$ cat config.mk
export PLATFORM = sky130hd
export DESIGN_NAME = fma_sign_resolve_flat
export DESIGN_NICKNAME = d
export VERILOG_FILES = /design/src/rtl/fma_sign_resolve_if.sv /design/src/rtl/fma_sign_resolve.sv /design/src/flat_wrapper.sv
export SDC_FILE = /design/constraint.sdc
export NUM_CORES = 1
export LEC_CHECK = 0
export BUFFER_PORTS_ARGS = -buffer_cell sky130_fd_sc_hd__buf_2
export CAP_MARGIN = 10
export CORE_ASPECT_RATIO = 2
export CORE_MARGIN = 4
export CORE_UTILIZATION = 40
export CTS_CLUSTER_SIZE = 28
export DETAILED_ROUTE_END_ITERATION = 16
export GPL_TIMING_DRIVEN = 1
export PLACE_DENSITY = 0.63
export SETUP_SLACK_MARGIN = 0.3
export SYNTH_ARGS = -nofsm -noshare
export SYNTH_HDL_FRONTEND = slang
export SYNTH_SLANG_ARGS = --single-unit
$ cat constraint.sdc
create_clock -name clk -period 3.65 [get_ports clk]
set_input_delay 0.365 -clock clk [delete_from_list [all_inputs] [get_ports clk]]
set_output_delay 0.365 -clock clk [all_outputs]
set_load 0.02 [all_outputs]
$ cat src/rtl/fma_sign_resolve_if.sv
// Handshake bundle for the FMA sign resolve stage: upstream entry
// fields with valid/ready, downstream result fields with valid/ready.
interface fma_sign_resolve_if;
    logic       in_valid;
    logic       in_ready;
    logic       s_tmp;
    logic       final_m;
    logic       sum_neg;
    logic       sum_zero;
    logic [1:0] rnd_mode;
    logic [3:0] tag_in;
    logic       out_valid;
    logic       out_ready;
    logic       s_final;
    logic       z_final;
    logic [3:0] tag_out;

    modport master (
        output in_valid,
        output s_tmp,
        output final_m,
        output sum_neg,
        output sum_zero,
        output rnd_mode,
        output tag_in,
        output out_ready,
        input  in_ready,
        input  out_valid,
        input  s_final,
        input  z_final,
        input  tag_out
    );

    modport slave (
        input  in_valid,
        input  s_tmp,
        input  final_m,
        input  sum_neg,
        input  sum_zero,
        input  rnd_mode,
        input  tag_in,
        input  out_ready,
        output in_ready,
        output out_valid,
        output s_final,
        output z_final,
        output tag_out
    );
endinterface

$ cat src/rtl/fma_sign_resolve.sv
// Two-stage FMA result sign/zero resolver with cancellation counter.
// Define VFPU_SIGN_RDN_EN to give exact-cancellation zeros a -0 under RDN.
module fma_sign_resolve (
    input  logic                clk,
    input  logic                rst_n,
    fma_sign_resolve_if.slave   bus,
    input  logic                flush,
    input  logic                cnt_clr,
    output logic [15:0]         cancel_cnt
);

    typedef struct packed {
        logic       s_tmp;
        logic       final_m;
        logic       sum_neg;
        logic       sum_zero;
        logic [1:0] rnd_mode;
        logic [3:0] tag;
    } s1_t;

    typedef struct packed {
        logic       sign;
        logic       zero;
        logic [3:0] tag;
    } s2_t;

    s1_t  s1_q;
    s2_t  s2_q;
    logic v1;
    logic v2;
    logic adv1;
    logic acc;
    logic load2;
    logic cancel1;
    logic zero_sign;
    logic sign_res;

    assign adv1         = v1 & (~v2 | bus.out_ready);
    assign bus.in_ready = ~flush & (~v1 | adv1);
    assign acc          = bus.in_valid & bus.in_ready;
    assign load2        = adv1 & ~flush;
    assign cancel1      = ~s1_q.final_m & s1_q.sum_zero;

`ifdef VFPU_SIGN_RDN_EN
    assign zero_sign = (s1_q.rnd_mode == 2'b10);
`else
    logic unused_rnd;
    assign zero_sign  = 1'b0;
    assign unused_rnd = ^s1_q.rnd_mode;
`endif

    // Effective addition keeps the handler sign; subtraction flips on a
    // negative magnitude result; exact cancellation takes the zero sign.
    always_comb begin
        sign_res = 1'b0;
        unique case (1'b1)
            s1_q.final_m:
                sign_res = s1_q.s_tmp;
            ~s1_q.final_m & s1_q.sum_zero:
                sign_res = zero_sign;
            ~s1_q.final_m & ~s1_q.sum_zero:
                sign_res = s1_q.s_tmp ^ s1_q.sum_neg;
            default:
                sign_res = 1'b0;
        endcase
    end

    always_ff @(posedge clk or negedge rst_n) begin
        if (!rst_n) begin
            v1 <= 1'b0;
        end else if (flush) begin
            v1 <= 1'b0;
        end else if (acc) begin
            v1 <= 1'b1;
        end else if (adv1) begin
            v1 <= 1'b0;
        end
    end

    always_ff @(posedge clk or negedge rst_n) begin
        if (!rst_n) begin
            s1_q <= '0;
        end else if (acc) begin
            s1_q.s_tmp    <= bus.s_tmp;
            s1_q.final_m  <= bus.final_m;
            s1_q.sum_neg  <= bus.sum_neg;
            s1_q.sum_zero <= bus.sum_zero;
            s1_q.rnd_mode <= bus.rnd_mode;
            s1_q.tag      <= bus.tag_in;
        end
    end

    always_ff @(posedge clk or negedge rst_n) begin
        if (!rst_n) begin
            v2 <= 1'b0;
        end else if (flush) begin
            v2 <= 1'b0;
        end else if (adv1) begin
            v2 <= 1'b1;
        end else if (bus.out_ready) begin
            v2 <= 1'b0;
        end
    end

    always_ff @(posedge clk or negedge rst_n) begin
        if (!rst_n) begin
            s2_q <= '0;
        end else if (load2) begin
            s2_q.sign <= sign_res;
            s2_q.zero <= s1_q.sum_zero;
            s2_q.tag  <= s1_q.tag;
        end
    end

    // Counts only entries that actually reach S2, so flushed ones are ignored.
    always_ff @(posedge clk or negedge rst_n) begin
        if (!rst_n) begin
            cancel_cnt <= 16'h0000;
        end else if (cnt_clr) begin
            cancel_cnt <= 16'h0000;
        end else if (load2 && cancel1 && cancel_cnt != 16'hFFFF) begin
            cancel_cnt <= cancel_cnt + 16'h0001;
        end
    end

    assign bus.out_valid = v2;
    assign bus.s_final   = s2_q.sign;
    assign bus.z_final   = s2_q.zero;
    assign bus.tag_out   = s2_q.tag;

endmodule

$ cat src/flat_wrapper.sv
// flat-port wrapper written by rule: the top's interface ports become plain ports
module fma_sign_resolve_flat 
  (clk, rst_n, flush, cnt_clr, cancel_cnt, bus_in_valid, bus_s_tmp, bus_final_m, bus_sum_neg, bus_sum_zero, bus_rnd_mode, bus_tag_in, bus_out_ready, bus_in_ready, bus_out_valid, bus_s_final, bus_z_final, bus_tag_out);
  fma_sign_resolve_if bus_i ();
  input  logic clk;
  input  logic rst_n;
  input  logic flush;
  input  logic cnt_clr;
  output logic [15:0] cancel_cnt;
  input wire logic [$bits(bus_i.in_valid)-1:0] bus_in_valid;
  input wire logic [$bits(bus_i.s_tmp)-1:0] bus_s_tmp;
  input wire logic [$bits(bus_i.final_m)-1:0] bus_final_m;
  input wire logic [$bits(bus_i.sum_neg)-1:0] bus_sum_neg;
  input wire logic [$bits(bus_i.sum_zero)-1:0] bus_sum_zero;
  input wire logic [$bits(bus_i.rnd_mode)-1:0] bus_rnd_mode;
  input wire logic [$bits(bus_i.tag_in)-1:0] bus_tag_in;
  input wire logic [$bits(bus_i.out_ready)-1:0] bus_out_ready;
  output wire logic [$bits(bus_i.in_ready)-1:0] bus_in_ready;
  output wire logic [$bits(bus_i.out_valid)-1:0] bus_out_valid;
  output wire logic [$bits(bus_i.s_final)-1:0] bus_s_final;
  output wire logic [$bits(bus_i.z_final)-1:0] bus_z_final;
  output wire logic [$bits(bus_i.tag_out)-1:0] bus_tag_out;
  assign bus_i.in_valid = bus_in_valid;
  assign bus_i.s_tmp = bus_s_tmp;
  assign bus_i.final_m = bus_final_m;
  assign bus_i.sum_neg = bus_sum_neg;
  assign bus_i.sum_zero = bus_sum_zero;
  assign bus_i.rnd_mode = bus_rnd_mode;
  assign bus_i.tag_in = bus_tag_in;
  assign bus_i.out_ready = bus_out_ready;
  assign bus_in_ready = bus_i.in_ready;
  assign bus_out_valid = bus_i.out_valid;
  assign bus_s_final = bus_i.s_final;
  assign bus_z_final = bus_i.z_final;
  assign bus_tag_out = bus_i.tag_out;
  fma_sign_resolve u_core (.clk(clk), .rst_n(rst_n), .bus(bus_i), .flush(flush), .cnt_clr(cnt_clr), .cancel_cnt(cancel_cnt));
endmodule
==> results.txt <==
The run finished with clean final reports. By count the netlist is led by dfrtp_1, mux2_2, a21oi_1. Setup total negative slack on the finished layout was measured at 0 ns.

The post-CTS setup buffer count is 0. The final critical-path required period is 2.11 ns. Sequential cells account for 50.8% of the total power. Before CTS, the worst setup slack after placement is 1.39 ns. After clock tree synthesis, the flow added hold-fix buffers numbering 0. Timing would allow up to 473 MHz.

A synthesized cell averages 11.0 µm². The TritonCTS buffer count was 5; the number of standard cells after synthesis was 149. Number of distinct library cells after synthesis: 36.

The required time of the worst setup path was 3.81 ns; the filler cell count was 385. The number of placed instances, taps included was 232; the count of input and output buffers was 37. The tools report the arrival time at the worst endpoint as 2.28 ns. Class of the most critical hold timing path: input port to async pin.

The number of maximum-capacitance violations was 0. The run gives 801 µm² as the register cell area after layout. Dividing total power by cell area gives a power density of 414 nW/µm². The floorplan step set the die height to 98.4 µm. The overall die width was 53.2 µm; the relative slew slack was 52.8%. STA classifies the critical path startpoint as a register. In this run the remaining antenna-violating nets after routing total 0.

Sorting the synthesized cells by area gives the leading types as dfrtp_1, mux2_2, a21oi_1. Across all setup checks in the final design, the least slack found is 1.54 ns. For the number of antenna violations at the first check in global routing, the log shows 0. Global routing consumed, over all layers together, 15.2% of the routing resources. The run gives 35.1% as the share of total power in the clock network. The worst-case IR drop observed on VDD is 374 µV. The ratio of final minimum period to clock period is 57.9%. The pre-antenna-repair detailed-routing pass consisted of 4 iterations.

The detailed-placement wirelength estimate was 2.65 mm. Of the total power, combinational logic draws 14.1%. The tightest hold path in the finished design has a slack of 0.126 ns. 40 I/O pins were placed. After synthesis the cells add up to 1630 µm².

The buffer cell driving the clock tree root is clkbuf_8. The logs give 5.95 mm for the wire length of the first global-routing pass and 0 for the total global routing overflow. The number of cells in the finished layout apart from fillers came out at 240. The nature of the critical path endpoint is a register. Relative to the synthesized area, the layout overhead comes to 19.5%. In this run the static leakage power is 0.876 nW. Transition time at the pin with the least slew margin: 0.707 ns. The tools report the clock skew after layout as 0.00907 ns. When the netlist entered floorplanning its net count stood at 166. The routed via count is 1369, and the post-detailed-route wirelength per cell is 14.8 µm. After detailed routing, the total wire length is 3.56 mm. The switching share of total power works out to 26.6%. Dividing the detail-routed via count by the number of cells gives 5.70. The first routing iteration left 33 violations. By startpoint and endpoint, the worst setup path is classified as register to register.

Summed over its instances, the top area cell type makes up 49.0% of the synthesized netlist area. The synthesized design contains 32 register bits. The post-route netlist has 37.0% of its cells at a drive strength greater than 1. After detailed routing, the number of remaining DRC violations is 0. The leading area contributor after synthesis was dfrtp_1. The total count of max-transition violations in the final report is 0. No sink is reached through more buffers than the 2 on the longest clock path. The number of enable-type register cells in the synthesized netlist works out to 0. The number of antenna diodes in the final layout is 0. The number of nets in the layout was 205; the placer congestion estimate was 0.784. The clock drives 32 sinks. In the synthesized netlist the async set-or-reset flop fraction comes to 100%. In this run the worst path has a maximum fanout of 27. Clock transition at the registers of the reported paths: 0.07 ns.

TritonCTS built the clock tree. The region available for standard cell placement spans 3880 µm². Pin count of the biggest net entering global routing: 33. The floorplan has 32 rows.

The tools report the reported net switching power as 0.215 mW. The total internal power was 0.593 mW. The number of hold violations in the final report is 0. Yosys instantiated no cell more often than dfrtp_1.

The area taken by multi-input logic gates was 801 µm². For this run, the leading register cell type out of synthesis is dfrtp_1. The via count of the first global-routing pass came out at 1372. Post-synthesis sequential area ratio: 49.0%. For the total number of yosys warnings, the log shows 0.

The CTS H-tree depth is 2, and the starting density of the core is 42.0%. Setup repair after global routing left no endpoint under its margin. Setup violations remaining at the end of the flow were counted as 0.

At the later pin of the worst-skew pair, clock insertion delay measures 0.29 ns. The logs give 5230 µm² for the area of the die and 0 for the quantity of gates resized following cts.
## metrics by stage
stage	util, %	power, mW	cell area (µm²)
finish	50.3	0.808	1950
global route	50.3	0.854	1950
CTS	50.3	0.822	1950
detailed placement	47.8	0.534	1860
global placement	47.8	0.527	1860
floorplan	-	0.485	1630
## kinds of logic (layout without fill, tap and decap cells)
family / Yosys count / after routing / share of synthesized area [%]
flip-flops: 32 / 32 / 49.0
buffers and inverters: 7 / 47 / 1.92
multiplexers: 18 / 18 / 12.4
AND/OR/NAND/NOR: 63 / 63 / 25.2
AO/OA/AOI/OAI: 28 / 28 / 10.7
adder cells (fa/ha/maj): 1 / 1 / 0.766
## cell type report
| type | count | area share, % |
|---|---|---|
| sequential | 32 | 41.0 |
| multi-input combinational | 110 | 41.0 |
| timing repair buffer | 37 | 9.49 |
| inverter | 2 | 0.385 |
| clock inverter | 1 | 0.385 |
| tap | 51 | 3.27 |
| clock buffer | 7 | 4.42 |
## worst max-delay path, stage by stage, from the launching register on
cell	delay [ns]
dfrtp_1	0.38
and2b_1	0.17
nand4b_2	0.50
nor4b_1	0.56
mux2_2	0.38
## sequential cells by signal, indices dropped and copies added (netlist names)
signal,count
u_core.bus.out_valid,1
u_core.s1_q,8
u_core.cancel_cnt,16
u_core.bus.z_final,1
u_core.bus.tag_out,4
u_core.v1,1
u_core.bus.s_final,1
## metal layers
metal  global-route usage (%)  vias to the layer above  wire [µm]  part of all wire [%]
met1                     15.4                      679       1280                    36
met3                     3.51                        8        170                   4.8
li1                         -                      644          -                     -
met5                        0                        -          0                     0
met4                     7.48                        0         88                   2.5
met2                     27.4                       38       2010                    57
## cell usage in the layout, fill, tap and decap left out, drive strengths merged, types with 2 or more instances in the layout
cell type  count
nor4           5
dfrtp         32
nor3           2
buf           37
and3           3
nor2b          6
or4            8
nand4          4
nand3          8
and4           2
or3            2
nor4b          3
clkbuf         7
inv            2
mux2          18
o21ai          3
o31ai          8
a21oi         13
nor2           8
nand2          7
## worst paths after layout
check	depth (start not counted)	slack, ns	end	start
worst max-delay path	4	1.54	u_core.cancel_cnt[15]	u_core.v1
worst min-delay path	1	0.13	u_core.cancel_cnt[4]	rst_n
worst max register to register	4	1.54	u_core.cancel_cnt[15]	u_core.v1
worst min register to register	2	0.50	u_core.bus.s_final	u_core.bus.s_final
max in group asynchronous	1	3.06	u_core.cancel_cnt[12]	rst_n
min in group clk	2	0.27	u_core.bus.out_valid	flush
## power groups by stage
stage	clock network, mW	registers (mW)	logic [mW]
finish	0.283	0.410	0.114
global route	0.311	0.415	0.127
CTS	0.295	0.410	0.117
detailed placement	0	0.417	0.117
global placement	0	0.414	0.113
floorplan	0	0.439	0.0469
(Power assumes the default switching activity.)
